==> src/rtl/disp_channel_scan_pkg.sv <==
// Shared constants for the channel-scan display: segment codes, FSM states, decoder modes.
package disp_channel_scan_pkg;

    // Active-low segment patterns, bit order {g,f,e,d,c,b,a}
    localparam logic [6:0] SEG_0     = 7'h40;
    localparam logic [6:0] SEG_1     = 7'h79;
    localparam logic [6:0] SEG_2     = 7'h24;
    localparam logic [6:0] SEG_3     = 7'h30;
    localparam logic [6:0] SEG_4     = 7'h19;
    localparam logic [6:0] SEG_5     = 7'h12;
    localparam logic [6:0] SEG_6     = 7'h02;
    localparam logic [6:0] SEG_7     = 7'h78;
    localparam logic [6:0] SEG_8     = 7'h00;
    localparam logic [6:0] SEG_9     = 7'h10;
    localparam logic [6:0] SEG_C     = 7'h46;
    localparam logic [6:0] SEG_DASH  = 7'h3F;
    localparam logic [6:0] SEG_BLANK = 7'h7F;

    typedef enum logic {
        SHOW_ID,
        SHOW_VAL
    } state_e;

    typedef enum logic [1:0] {
        MODE_DIGIT,
        MODE_C,
        MODE_BLANK
    } seg_mode_e;

endpackage

==> src/rtl/disp_channel_scan_if.sv <==
// Channel bus in, seven-segment pins out. The design side uses the slave modport.
interface disp_channel_scan_if #(
    parameter int unsigned N_CH = 13
);
    logic [16*N_CH-1:0] channels_bcd;
    logic               hold;
    logic               next_ch;
    logic [3:0]         ch_idx;
    logic [3:0]         an;
    logic [6:0]         seg;
    logic               dp;

    modport master (
        output channels_bcd, hold, next_ch,
        input  ch_idx, an, seg, dp
    );

    modport slave (
        input  channels_bcd, hold, next_ch,
        output ch_idx, an, seg, dp
    );
endinterface

==> src/rtl/disp_channel_scan_seg7_decoder.sv <==
// Combinational {mode, nibble} -> active-low seven-segment pattern.
module seg7_decoder
    import disp_channel_scan_pkg::*;
(
    input  seg_mode_e   mode_i,
    input  logic [3:0]  nibble_i,
    output logic [6:0]  seg_o
);

    // Digits 0-9 decode normally; any non-BCD nibble renders as a dash
    always_comb begin
        seg_o = SEG_BLANK;
        unique case (mode_i)
            MODE_DIGIT: begin
                case (nibble_i)
                    4'd0:    seg_o = SEG_0;
                    4'd1:    seg_o = SEG_1;
                    4'd2:    seg_o = SEG_2;
                    4'd3:    seg_o = SEG_3;
                    4'd4:    seg_o = SEG_4;
                    4'd5:    seg_o = SEG_5;
                    4'd6:    seg_o = SEG_6;
                    4'd7:    seg_o = SEG_7;
                    4'd8:    seg_o = SEG_8;
                    4'd9:    seg_o = SEG_9;
                    default: seg_o = SEG_DASH;
                endcase
            end
            MODE_C:     seg_o = SEG_C;
            MODE_BLANK: seg_o = SEG_BLANK;
            default:    seg_o = SEG_BLANK;
        endcase
    end

endmodule

==> src/rtl/disp_channel_scan.sv <==
// Rotating channel display: "C nn" ID frame, then the channel value X.XXX, per channel.
module disp_channel_scan
    import disp_channel_scan_pkg::*;
#(
    parameter int unsigned N_CH       = 13,
    parameter int unsigned CLK_HZ     = 100_000_000,
    parameter int unsigned REFRESH_HZ = 1000,
    parameter int unsigned ID_MS      = 500,
    parameter int unsigned DWELL_MS   = 2000,
    parameter int unsigned UPDATE_MS  = 250
) (
    input  logic               clk_i,
    input  logic               rst_ni,
    disp_channel_scan_if.slave bus
);

    localparam int unsigned RDIV = CLK_HZ / REFRESH_HZ;
    localparam int unsigned MDIV = CLK_HZ / 1000;
    localparam int unsigned RW   = (RDIV > 1) ? $clog2(RDIV) : 1;
    localparam int unsigned MW   = (MDIV > 1) ? $clog2(MDIV) : 1;
    localparam int unsigned CW   = $clog2(DWELL_MS + 1);
    localparam int unsigned UW   = $clog2(UPDATE_MS + 1);
    localparam logic [3:0]  LAST_CH = 4'(N_CH - 1);

    logic [RW-1:0] rcnt_q;
    logic [MW-1:0] mcnt_q;
    logic          refresh_tick;
    logic          ms_tick;

    state_e        state_q;
    logic [3:0]    ch_idx_q;
    logic [CW-1:0] ms_cnt_q;
    logic [UW-1:0] upd_cnt_q;
    logic [15:0]   snap_q;
    logic [3:0]    ch_next;
    logic [15:0]   ch_word;

    logic [1:0]    dsel_q;
    logic [3:0]    an_q,  an_d;
    logic [6:0]    seg_q, seg_d;
    logic          dp_q,  dp_d;
    seg_mode_e     mode_d;
    logic [3:0]    nib_d;
    logic [3:0]    units;
    logic          tens_nz;

    assign refresh_tick = (rcnt_q == RW'(RDIV - 1));
    assign ms_tick      = (mcnt_q == MW'(MDIV - 1));
    assign ch_next      = (ch_idx_q == LAST_CH) ? '0 : ch_idx_q + 4'd1;
    assign ch_word      = bus.channels_bcd[16*ch_idx_q +: 16];

    // Free-running prescalers, each wrapping at DIV-1 with a one-cycle tick
    always_ff @(posedge clk_i or negedge rst_ni) begin
        if (!rst_ni) begin
            rcnt_q <= '0;
            mcnt_q <= '0;
        end else begin
            rcnt_q <= refresh_tick ? '0 : rcnt_q + 1'b1;
            mcnt_q <= ms_tick      ? '0 : mcnt_q + 1'b1;
        end
    end

    // Channel FSM: next_ch overrides everything; hold only freezes the dwell count in SHOW_VAL
    always_ff @(posedge clk_i or negedge rst_ni) begin
        if (!rst_ni) begin
            state_q   <= SHOW_ID;
            ch_idx_q  <= '0;
            ms_cnt_q  <= '0;
            upd_cnt_q <= '0;
            snap_q    <= '0;
        end else if (bus.next_ch) begin
            state_q   <= SHOW_ID;
            ch_idx_q  <= ch_next;
            ms_cnt_q  <= '0;
            upd_cnt_q <= '0;
        end else if (ms_tick) begin
            unique case (state_q)
                SHOW_ID: begin
                    ms_cnt_q <= ms_cnt_q + 1'b1;
                    if (ms_cnt_q == CW'(ID_MS - 1)) begin
                        state_q   <= SHOW_VAL;
                        snap_q    <= ch_word;
                        upd_cnt_q <= '0;
                    end
                end
                SHOW_VAL: begin
                    if (!bus.hold && ms_cnt_q == CW'(DWELL_MS - 1)) begin
                        state_q  <= SHOW_ID;
                        ch_idx_q <= ch_next;
                        ms_cnt_q <= '0;
                    end else begin
                        if (!bus.hold) begin
                            ms_cnt_q <= ms_cnt_q + 1'b1;
                        end
                        // Snapshot refresh runs on its own counter so hold cannot stall it
                        if (upd_cnt_q == UW'(UPDATE_MS - 1)) begin
                            upd_cnt_q <= '0;
                            snap_q    <= ch_word;
                        end else begin
                            upd_cnt_q <= upd_cnt_q + 1'b1;
                        end
                    end
                end
                default: state_q <= SHOW_ID;
            endcase
        end
    end

    assign tens_nz = (ch_idx_q >= 4'd10);
    assign units   = tens_nz ? ch_idx_q - 4'd10 : ch_idx_q;

    // Select what the digit addressed by dsel should show in the current frame
    always_comb begin
        mode_d = MODE_BLANK;
        nib_d  = '0;
        dp_d   = 1'b1;
        an_d   = ~(4'b0001 << dsel_q);
        if (state_q == SHOW_ID) begin
            unique case (dsel_q)
                2'd3: mode_d = MODE_C;
                2'd2: mode_d = MODE_BLANK;
                2'd1: begin
                    mode_d = tens_nz ? MODE_DIGIT : MODE_BLANK;
                    nib_d  = 4'd1;
                end
                default: begin
                    mode_d = MODE_DIGIT;
                    nib_d  = units;
                end
            endcase
        end else begin
            mode_d = MODE_DIGIT;
            nib_d  = snap_q[4*dsel_q +: 4];
            dp_d   = (dsel_q != 2'd3);
        end
    end

    seg7_decoder u_seg7_decoder (
        .mode_i   (mode_d),
        .nibble_i (nib_d),
        .seg_o    (seg_d)
    );

    // Pin registers load together from the current dsel, then dsel moves on
    always_ff @(posedge clk_i or negedge rst_ni) begin
        if (!rst_ni) begin
            dsel_q <= '0;
            an_q   <= 4'b1111;
            seg_q  <= SEG_BLANK;
            dp_q   <= 1'b1;
        end else if (refresh_tick) begin
            dsel_q <= dsel_q + 2'd1;
            an_q   <= an_d;
            seg_q  <= seg_d;
            dp_q   <= dp_d;
        end
    end

    assign bus.ch_idx = ch_idx_q;
    assign bus.an     = an_q;
    assign bus.seg    = seg_q;
    assign bus.dp     = dp_q;

endmodule
==> src/flat_wrapper.sv <==
// flat-port wrapper written by rule: the top's interface ports become plain ports
module disp_channel_scan_flat import disp_channel_scan_pkg::*;
#(
    parameter int unsigned N_CH       = 13,
    parameter int unsigned CLK_HZ     = 100_000_000,
    parameter int unsigned REFRESH_HZ = 1000,
    parameter int unsigned ID_MS      = 500,
    parameter int unsigned DWELL_MS   = 2000,
    parameter int unsigned UPDATE_MS  = 250
)
  (clk_i, rst_ni, bus_channels_bcd, bus_hold, bus_next_ch, bus_ch_idx, bus_an, bus_seg, bus_dp);
  disp_channel_scan_if #(.N_CH(N_CH)) bus_i ();
  input  logic clk_i;
  input  logic rst_ni;
  input wire logic [$bits(bus_i.channels_bcd)-1:0] bus_channels_bcd;
  input wire logic [$bits(bus_i.hold)-1:0] bus_hold;
  input wire logic [$bits(bus_i.next_ch)-1:0] bus_next_ch;
  output wire logic [$bits(bus_i.ch_idx)-1:0] bus_ch_idx;
  output wire logic [$bits(bus_i.an)-1:0] bus_an;
  output wire logic [$bits(bus_i.seg)-1:0] bus_seg;
  output wire logic [$bits(bus_i.dp)-1:0] bus_dp;
  assign bus_i.channels_bcd = bus_channels_bcd;
  assign bus_i.hold = bus_hold;
  assign bus_i.next_ch = bus_next_ch;
  assign bus_ch_idx = bus_i.ch_idx;
  assign bus_an = bus_i.an;
  assign bus_seg = bus_i.seg;
  assign bus_dp = bus_i.dp;
  disp_channel_scan #(.N_CH(N_CH), .CLK_HZ(CLK_HZ), .REFRESH_HZ(REFRESH_HZ), .ID_MS(ID_MS), .DWELL_MS(DWELL_MS), .UPDATE_MS(UPDATE_MS)) u_core (.clk_i(clk_i), .rst_ni(rst_ni), .bus(bus_i));
endmodule
==> config.mk <==
export PLATFORM = sky130hd
export DESIGN_NAME = disp_channel_scan_flat
export DESIGN_NICKNAME = d
export VERILOG_FILES = /design/src/rtl/disp_channel_scan_pkg.sv /design/src/rtl/disp_channel_scan_if.sv /design/src/rtl/disp_channel_scan_seg7_decoder.sv /design/src/rtl/disp_channel_scan.sv /design/src/flat_wrapper.sv
export SDC_FILE = /design/constraint.sdc
export NUM_CORES = 1
export LEC_CHECK = 0
export BUFFER_PORTS_ARGS = -buffer_cell sky130_fd_sc_hd__buf_2
export CAP_MARGIN = 10
export CORE_MARGIN = 2
export CORE_UTILIZATION = 55
export CTS_CLUSTER_DIAMETER = 30
export DETAILED_ROUTE_END_ITERATION = 8
export PLACE_DENSITY_LB_ADDON = 0.25
export SLEW_MARGIN = 10
export SYNTH_ARGS = -nofsm -noshare
export SYNTH_HDL_FRONTEND = slang
export SYNTH_HIERARCHICAL = 1
export SYNTH_SLANG_ARGS = --single-unit
==> constraint.sdc <==
create_clock -name clk_i -period 7.9 [get_ports clk_i]
set_input_delay 1.58 -clock clk_i [delete_from_list [all_inputs] [get_ports clk_i]]
set_output_delay 1.58 -clock clk_i [all_outputs]
set_load 0.005 [all_outputs]
==> impl_results.md <==
- Post-Synthesis Cell Area: 0.00617 mm²
- TritonCTS clock tree: done
- Post-Syn Nets: 798
- Post-route ant nets: 0
- Post-synth ARST share: 100%
- Gpl congestion: 0.900
- Top post-synthesis cells by area: dfrtp_1 (31%), mux4_2 (19%), dfstp_2 (5.1%)
- Via count: 5790
- Biggest area consumer among synthesized cells: dfrtp_1
- Switching pwr: 0.000621 W
- Initial core utilization: 56.7%
- Fin. Hold Viols: 0
- Startpoint Class: register
- Io pins: 228
- Top-area cell type share of the netlist area: 30.8%
- Synth Flop Type: dfrtp_1
- Sequential Power Share: 32.0%
- Design Area, Final: 0.00757 mm²
- Critical path class: reg2reg
- Sequential-to-total area share from yosys stat: 35.9%
- DRT iter0 DRCs: 702
- Crit path time final: 3.88 ns
- Synthesized area per cell: 10.9 µm²
- Peak supply drop: 0.120 mV
- CP Data Arrival Time: 4.18 ns
- RSZ-0062 raised after global routing: no
- Routed wire length: 21500 µm
- Synth Register Bits: 88
- Root Driver: clkbuf_8
- First-pass GRT wire length: 30900 µm
- H-tree depth: 3
- Slowest stage delay, CP: 0.88 ns
- Period utilization: 49.1%
- Tightest Pin Transition: 1.14 ns
- Max Freq: 258 MHz
- Crit-path slowest cell: o21ai_0
- Final Max Slew Viols: 0
- Clk slew on worst S/H paths: 0.10 ns
- DP HPWL: 17100 µm
- Share of cells above drive strength 1: 42.5%
- Vias in the first global route: 5674
- Setup violators final: 0
- TritonCTS Sinks: 88
- Die Area: 0.0121 mm²
- Hold Buf Count CTS: 0
- Fin util: 69.5%
- CTS buffer count: 9
- Die X: 110 µm
- Final Hold Slack: 0.476 ns
- Crit-path max FO: 40
- Post-Route Skew: 0.0148 ns
- CTS resizes: 0
- Slew HR: 23.4%
- Pint: 0.000947 W
- Final nets: 1004
- Initial antenna violation count: 5
- Leakage dissipation: 3.48 nW
- Clk buf depth: 2
- Vias per cell: 6.28
- Worst path cell trace: buf_4 -> clkinv_1 -> ha_1 -> nand2_1 -> nand3_1 -> o21ai_0 -> nor3_1 -> a211o_1 -> mux2_1
- Placed Area: 0.00735 mm²
- Die span in y: 110 µm
- Area Overhead vs Synth: 22.6%
- Maxcap violations: 0
- Clk_lat worst skew: 0.36 ns
- Combinational group share of total power: 46.6%
- YS warnings: 6
- Post-synth EDFFs: 0
- Setup TNS: 0 ns
- DR WL/cell: 23.3 µm
- Power per cell area: 207 mW/mm²
- Pre-antenna DRT Iters: 5
- Hold WC Path Type: reg2reg
- Total grt overflow: 0
- Placement Rows: 38
- Worst setup EP type: register
- Largest net degree at the start of global routing: 89
- Sw Ratio: 39.6%
- Total Routing Usage GR: 35.5%
- Cell count after synthesis: 565
- DRC viols: 0
- Core Area: 0.0109 mm²
- Post CTS Setup Buffer Count: 0
- Port Buffer Count: 227
- Clk pwr share: 21.4%
- Worst Path Buf+Inv: 2
- WP data required: 8.20 ns
- Synth cell types: 54
- Top delay family on crit path: compound AO/OA/AOI/OAI gates
- Status: completed
==> sequential cells by signal (all words and copies together), names as in the netlist <==
name and cells:
u_core/ms_cnt_q 11, u_core/bus.ch_idx 4, u_core/bus.dp 1, u_core/state_q 1, u_core/upd_cnt_q 8, u_core/bus.an 4, u_core/bus.seg 7, u_core/rcnt_q 17
u_core/dsel_q 2, u_core/mcnt_q 17, u_core/snap_q 16
==> final timing paths <==
path                            slack (ns)                 start                   end  depth (start not counted)
worst max-delay path                  4.02  u_core/bus.ch_idx[2]     u_core/bus.seg[5]                          9
max in group asynchronous             5.68                rst_ni  u_core/bus.ch_idx[0]                          1
worst min-delay path                  0.48      u_core/bus.an[0]      u_core/bus.an[0]                          2
worst max register to register        4.02  u_core/bus.ch_idx[2]     u_core/bus.seg[5]                          9
worst min register to register        0.48      u_core/bus.an[0]      u_core/bus.an[0]                          2
min in group asynchronous             1.40                rst_ni     u_core/mcnt_q[12]                          1
==> tightest hold or removal path, delay by kind of cell (launching register included) <==
kind	cells	cell delay, ns
buf+inv	1	0.04
flops	1	0.38
mux	1	0.06
==> synth_stat cells, types with 7 or more instances <==
cell      instances
a221oi_1         16
and3_1            9
inv_1            16
ha_1             21
and4_1            7
dfstp_2          12
mux2_1            8
nand4_1           9
dfrtp_1          76
mux2_4           10
xnor2_1          17
nand3_1          22
mux2i_1           8
mux4_2           52
nor3_1            9
nand2_1          34
clkbuf_1         21
a21oi_1          22
nor2_1           52
or3_1            10
xor2_1           12
o22ai_1          18
o21ai_0          25
==> per-layer routing <==
metal  routed length (µm)  GRT usage (%)  up-vias
met5                   75           4.91        -
met4                  684           15.0        2
met3                 2230           11.2       41
met2                10600           56.0      343
met1                 7830           44.8     2833
li1                     -              -     2571
==> layout by cell type (no fill, tap or decap), types with 17 or more instances in the layout <==
master / count
a21oi_1: 22
buf_2: 226
dfrtp_1: 75
ha_1: 21
mux4_2: 52
nand2_1: 34
nand3_1: 22
nor2_1: 52
o21ai_0: 25
o22ai_1: 18
xnor2_1: 17
==> power by group through the flow <==
stage	sequential, W	combinational (W)	clock, W
after floorplan	0.000477	0.000537	0
after global placement	0.000510	0.000680	0
after detailed placement	0.000511	0.000709	0
after CTS	0.000503	0.000714	0.000339
after global routing	0.000509	0.000772	0.000357
final	0.000502	0.000731	0.000335
==> area by class of cell <==
type / count / area [µm²]
sequential: 88 / 2220
tap: 140 / 175
fill: 832 / 3320
clock buffer: 9 / 124
timing repair buffer: 229 / 1150
clock inverter: 7 / 85.1
antenna: 6 / 15.0
inverter: 19 / 71.3
multi-input combinational: 424 / 3720
==> through the flow <==
step / total power, W / setup slack, ns / cells
finish: 0.00157 / 4.02 / 922
global route: 0.00164 / 3.61 / 918
CTS: 0.00156 / 4.05 / 916
detailed placement: 0.00122 / 4.06 / 900
global placement: 0.00119 / 4.25 / 900
floorplan: 0.00101 / 4.71 / 565
==> cell families (layout without fill, tap and decap cells) <==
| group | count (synthesis) | after routing | share of synthesized area [%] |
|---|---|---|---|
| buffers and inverters | 53 | 264 | 3.81 |
| other | 0 | 6 | 0 |
| DFF | 88 | 88 | 35.9 |
| xor gates and xnor gates | 29 | 29 | 4.12 |
| muxes | 83 | 83 | 25.1 |
| adders and majority gates | 21 | 21 | 4.26 |
| AOI/OAI and AO/OA | 105 | 105 | 10.9 |
| and+or+nand+nor | 186 | 186 | 15.9 |
Note: power is estimated with default switching activity, not from simulation.
